File: config.mk
export PLATFORM = sky130hd
export DESIGN_NAME = age_issue_queue
export DESIGN_NICKNAME = d
export VERILOG_FILES = /design/src/rtl/age_issue_queue.sv
export SDC_FILE = /design/constraint.sdc
export NUM_CORES = 2
export LEC_CHECK = 0
export ABC_AREA = 1
export BUFFER_PORTS_ARGS = -buffer_cell sky130_fd_sc_hd__buf_2
export CORE_MARGIN = 5
export CORE_UTILIZATION = 45
export CTS_CLUSTER_DIAMETER = 40
export DETAILED_ROUTE_END_ITERATION = 7
export PLACE_DENSITY = 0.72
export SLEW_MARGIN = 20
export SYNTH_ARGS = -nofsm -noshare
export SYNTH_HDL_FRONTEND = slang
export SYNTH_SLANG_ARGS = --single-unit
export TNS_END_PERCENT = 20
File: constraint.sdc
create_clock -name clock -period 6.7 [get_ports clock]
set_clock_uncertainty 0.1 [all_clocks]
set_input_delay 0.67 -clock clock [delete_from_list [all_inputs] [get_ports clock]]
set_output_delay 0.67 -clock clock [all_outputs]
set_load 0.05 [all_outputs]
File: src/rtl/age_issue_queue.sv
// Age-ordered issue queue: holds dispatched micro-ops, wakes them through broadcast
// update ports and issues the oldest fully ready entry, with rollback squash by ROB id.
module age_issue_queue #(
  parameter int DEPTH         = 8,
  parameter int DATA_WIDTH    = 248,
  parameter int COND_WIDTH    = 2,
  parameter int ROB_IDX_WIDTH = 6,
  parameter int NUM_UPD       = 2
) (
  input  logic                                   clock,
  input  logic                                   reset_n,
  input  logic                                   enq_valid,
  output logic                                   enq_ready,
  input  logic [DATA_WIDTH-1:0]                  enq_data,
  input  logic [ROB_IDX_WIDTH:0]                 enq_robid,
  input  logic [COND_WIDTH-1:0]                  enq_condition,
  output logic                                   deq_valid,
  input  logic                                   deq_ready,
  output logic [DATA_WIDTH-1:0]                  deq_data,
  output logic [ROB_IDX_WIDTH:0]                 deq_robid,
  input  logic [NUM_UPD-1:0]                     update_valid,
  input  logic [NUM_UPD*(ROB_IDX_WIDTH+1)-1:0]   update_robid,
  input  logic [NUM_UPD*COND_WIDTH-1:0]          update_mask,
  input  logic [NUM_UPD*COND_WIDTH-1:0]          update_in,
  input  logic                                   flush_valid,
  input  logic [ROB_IDX_WIDTH:0]                 flush_robid,
  output logic [$clog2(DEPTH+1)-1:0]             count,
  output logic [DEPTH-1:0]                       entry_valid
);

  localparam int RW = ROB_IDX_WIDTH + 1;
  localparam int CW = $clog2(DEPTH + 1);

  logic [DEPTH-1:0]      valid_reg, valid_next;
  logic [DATA_WIDTH-1:0] data_reg [DEPTH];
  logic [RW-1:0]         robid_reg [DEPTH];
  logic [COND_WIDTH-1:0] cond_reg [DEPTH];
  logic [COND_WIDTH-1:0] cond_next [DEPTH];
  logic [DEPTH-1:0]      age_reg [DEPTH];
  logic [DEPTH-1:0]      age_next [DEPTH];
  logic [CW-1:0]         count_reg, count_next;

  logic [DEPTH-1:0]      ready, select, squash, alloc, removed;
  logic [COND_WIDTH-1:0] enq_cond;
  logic                  enq_fire, deq_fire;

  genvar gi, gj;
  generate
    for (gi = 0; gi < DEPTH; gi++) begin : g_entry
      logic [DEPTH-1:0] older;
      for (gj = 0; gj < DEPTH; gj++) begin : g_col
        assign older[gj] = age_reg[gj][gi];
      end
      assign ready[gi]  = valid_reg[gi] & (&cond_reg[gi]);
      // An older entry only blocks selection when it is itself ready.
      assign select[gi] = ready[gi] & ~|(older & ready);
      // Wrap-bit compare: a differing wrap bit inverts the index ordering.
      assign squash[gi] = valid_reg[gi] & (flush_robid[RW-1] ^ robid_reg[gi][RW-1] ^
                          (flush_robid[RW-2:0] < robid_reg[gi][RW-2:0]));
    end
  endgenerate

  assign enq_ready   = (count_reg < CW'(DEPTH)) & ~flush_valid;
  assign deq_valid   = (|ready) & ~flush_valid;
  assign enq_fire    = enq_valid & enq_ready;
  assign deq_fire    = deq_valid & deq_ready;
  assign removed     = (deq_fire ? select : '0) | (flush_valid ? squash : '0);
  assign count       = count_reg;
  assign entry_valid = valid_reg;

  always_comb begin
    deq_data  = '0;
    deq_robid = '0;
    if (deq_valid) begin
      for (int i = 0; i < DEPTH; i++) begin
        if (select[i]) begin
          deq_data  = deq_data | data_reg[i];
          deq_robid = deq_robid | robid_reg[i];
        end
      end
    end
  end

  always_comb begin
    logic found;
    alloc = '0;
    found = 1'b0;
    for (int i = 0; i < DEPTH; i++) begin
      if (!valid_reg[i] && !found) begin
        alloc[i] = 1'b1;
        found    = 1'b1;
      end
    end
  end

  // Higher-numbered ports are applied last so they win on overlapping bits.
  always_comb begin
    enq_cond = enq_condition;
    for (int p = 0; p < NUM_UPD; p++) begin
      if (update_valid[p] && update_robid[p*RW +: RW] == enq_robid) begin
        enq_cond = (enq_cond & ~update_mask[p*COND_WIDTH +: COND_WIDTH]) |
                   (update_in[p*COND_WIDTH +: COND_WIDTH] & update_mask[p*COND_WIDTH +: COND_WIDTH]);
      end
    end
  end

  always_comb begin
    for (int e = 0; e < DEPTH; e++) begin
      cond_next[e] = cond_reg[e];
      for (int p = 0; p < NUM_UPD; p++) begin
        if (update_valid[p] && valid_reg[e] && update_robid[p*RW +: RW] == robid_reg[e]) begin
          cond_next[e] = (cond_next[e] & ~update_mask[p*COND_WIDTH +: COND_WIDTH]) |
                         (update_in[p*COND_WIDTH +: COND_WIDTH] & update_mask[p*COND_WIDTH +: COND_WIDTH]);
        end
      end
      if (enq_fire && alloc[e]) begin
        cond_next[e] = enq_cond;
      end
    end
  end

  always_comb begin
    for (int k = 0; k < DEPTH; k++) begin
      age_next[k] = age_reg[k];
    end
    if (enq_fire) begin
      for (int k = 0; k < DEPTH; k++) begin
        if (alloc[k]) begin
          age_next[k] = '0;
          for (int j = 0; j < DEPTH; j++) begin
            if (j != k) age_next[j][k] = valid_reg[j];
          end
        end
      end
    end
    // Removal runs last so an entry leaving this cycle never stays marked older.
    for (int k = 0; k < DEPTH; k++) begin
      if (removed[k]) begin
        age_next[k] = '0;
        for (int j = 0; j < DEPTH; j++) begin
          age_next[j][k] = 1'b0;
        end
      end
    end
  end

  assign valid_next = (valid_reg & ~removed) | (enq_fire ? alloc : '0);
  assign count_next = count_reg + CW'(enq_fire) - CW'(deq_fire) -
                      CW'($countones(flush_valid ? squash : '0));

  always_ff @(posedge clock or negedge reset_n) begin
    if (!reset_n) begin
      valid_reg <= '0;
      count_reg <= '0;
      for (int i = 0; i < DEPTH; i++) begin
        data_reg[i]  <= '0;
        robid_reg[i] <= '0;
        cond_reg[i]  <= '0;
        age_reg[i]   <= '0;
      end
    end else begin
      valid_reg <= valid_next;
      count_reg <= count_next;
      for (int i = 0; i < DEPTH; i++) begin
        cond_reg[i] <= cond_next[i];
        age_reg[i]  <= age_next[i];
        if (enq_fire && alloc[i]) begin
          data_reg[i]  <= enq_data;
          robid_reg[i] <= enq_robid;
        end
      end
    end
  end

endmodule

==> results.yml <==
synth:
  syn_area_per_cell_um2: 7.82
  yosys_warnings: 0
  netlist_area_um2: 97100
  syn-instance-count: 12400
  syn_nets: 12800
  synth_cell_types: 41
  ys_ff_latch: 2124
  synth-seq-area-share_pct: 54.7
sta:
  maxSlewViolCount: 0
  rsz0062_at_grt: "no"
  period_needed_ns: 5.81
  slew-limit-headroom_pct: 22.6
  hold_viol: 0
  period_share_pct: 86.7
  max_freq_ghz: 0.172
  setup_viol: 0
  worst_slew_pin_slew_ns: 1.16
  tns_ns: 0
setup_path:
  critical_path.startpoint: "entry_valid[7]"
  worstSetupStartpointType: "flop"
  required_ns: 5.93
  cp-end-kind: "output pin"
  crit_path_max_fanout: 89
  crit_type: "reg -> out"
  r2r-start: "entry_valid[2]"
  critPathArrivalTime_ns: 5.04
placed_design:
  gp_congestion: 0.975
  portBuffers: 561
  dp_hpwl_mm: 178
  placed_area_um2: 102000
grt:
  grt_use_met1_pct: 38.4
  track_usage_pct: 27.7
  top_usage_layer: "met2"
  use_met2_pct: 43.4
  grt_antenna_before_repair: 18
  grt_pass1_vias: 83200
  grt.overflow.total: 0
  grt_max_degree: 190
  grtUsageMet3_pct: 5.14
  grt_pass1_wl_mm: 493
die:
  fp.coreArea_um2: 215000
  start_util_pct: 45.2
  rows: 170
  die_w_um: 475
  dieArea_um2: 225000
  io_pins: 562
  die_h_um: 475
run_status:
  status: "complete, but fails checks"
  violations: "DRC"
clock_tree:
  numCtsBuffers: 348
  cts_hold_buf: 174
  root_buffer: "clkbuf_16"
  cts_resized: 0
  clock-sinks: 2124
  cts_setup_buffers: 0
  htreeDepth: 5
  path_clk_slew_ns: 0.05
  clock_path_buffers: 4
  cts_tree: "built"
  clock_latency_ns: 0.95
drt:
  firstDrtPassIters: 8
  routed_via_density: 5.43
  wl_per_cell_um: 19.8
  vias: 86700
  ant_nets: 0
  drc_errors: 3
  first_iter_violations: 9562
  routed_wl_mm: 316
final_layout:
  nNetsFinal: 13200
  drive_gt1_share_pct: 10.2
  area_growth_pct: 18.8
  finalInstanceArea_um2: 115000
  largest_register_ffs: 1984
power_and_ir_drop:
  vdd_ir_drop_max_mv: 0.234
  p_leak_nw: 58.2
  power.total_w: 0.0420
  p_per_area_nw_per_um2: 365
worst_hold_path:
  min_path_type: "in -> reg"
  min_from: "enq_data[7]"
flow_run:
  cap_violations: 0
==> logic make-up after synthesis <==
| group | after synthesis | synth area share (%) |
|---|---|---|
| AOI/OAI and AO/OA | 2444 | 12.6 |
| xor gates and xnor gates | 40 | 0.361 |
| adders and majority gates | 55 | 0.755 |
| buffers and inverters | 1226 | 5.37 |
| DFF | 2124 | 54.7 |
| and+or+nand+nor | 6522 | 26.1 |
==> cells in the final DEF, fill, tap and decap left out, types with 24 or more instances in the layout <==
master and n:
nand2_1 5308, dfrtp_1 2124, o21ai_0 1973, nor2_1 682, buf_2 560, inv_1 430
nand3_1 392, clkbuf_16 354, a21oi_1 304, dlygate4sd3_1 174, o21ai_1 148, buf_4 82
nand4_1 58, ha_1 49, clkinvlp_4 49, buf_12 49, clkinv_4 43, bufinv_16 40
clkinv_2 36, inv_6 35, clkbuf_8 27, clkbuf_1 27, xnor2_1 24
==> synthesized netlist by cell type (all sizes together) <==
cell	count	area (um^2)
ha	49	613
and3	1	6.26
and2	5	31.3
a21o	2	15.0
fa	6	120
o21bai	1	7.51
nand2	5319	20000
clkbuf	396	1490
o21ai	2121	10600
o211ai	8	60.1
dfrtp	2124	53200
inv	443	1660
xor2	16	140
nor2	704	2750
a21oi	304	1520
or2	1	6.26
o2111ai	1	8.76
nand4	59	384
o22ai	7	43.8
buf	381	2040
nand3	397	2010
nor2b	1	6.26
xnor2	24	210
clkinv	6	23.8
nand3b	14	105
nor3	21	105
==> through the flow <==
step | std cells | setup WS [ns] | util, % | hold WS, ns
5_1_grt | 16000 | 0.748 | 53.7 | 0.0310
6_report | 16000 | 0.888 | 53.7 | 0.0422
3_5_place_dp | 15200 | 1.62 | 47.4 | 0.373
4_1_cts | 16000 | 0.907 | 53.7 | 0.00161
3_3_place_gp | 15200 | 1.64 | 47.4 | 0.365
2_1_floorplan | 12400 | 2.37 | - | 0.274
==> area by class of cell <==
cell class                      count  area [um^2]
Fill cell                       19500        99300
Timing Repair Buffer              866         6150
Clock inverter                    211         2540
Antenna cell                       17         42.5
Tap cell                         2838         3550
Clock buffer                      408         9330
Sequential cell                  2124        53200
Multi-Input combinational cell   9061        38800
Inverter                          449         1750
==> where the power goes <==
group	internal (W)	switching [W]	total, W
clock network	0.0116	0.00656	0.0182
logic	0.00208	0.00396	0.00605
registers	0.0160	0.00181	0.0179
total	0.0297	0.0123	0.0420
==> critical path, stage by stage (launching register included) <==
cell and delay [ns]:
dfrtp_1 0.65, inv_1 0.24, nor2_1 0.47, nand2_1 0.11, nor2_1 0.14, nand2_2 0.27
inv_8 0.67, buf_12 0.43, nand2_1 0.09, nand2_1 0.10, nor2_1 0.05, a21oi_1 0.44
buf_2 0.37
==> worst paths after layout <==
path	end	slack, ns	depth (start not counted)
worst max register to register	count[3]	1.92	17
worst max-delay path	deq_data[17]	0.89	12
worst min register to register	data_reg[596]	0.38	2
min in group asynchronous	data_reg[214]	0.33	2
max in group asynchronous	data_reg[428]	4.34	4
worst min-delay path	data_reg[7]	0.04	3
==> routing by layer <==
metal,vias up,wire length [um]
met5,-,43
met4,6,12200
met3,751,27700
met2,3851,141000
met1,41500,135000
li1,40600,-
No activity file was read; power rests on OpenSTA's default activity.
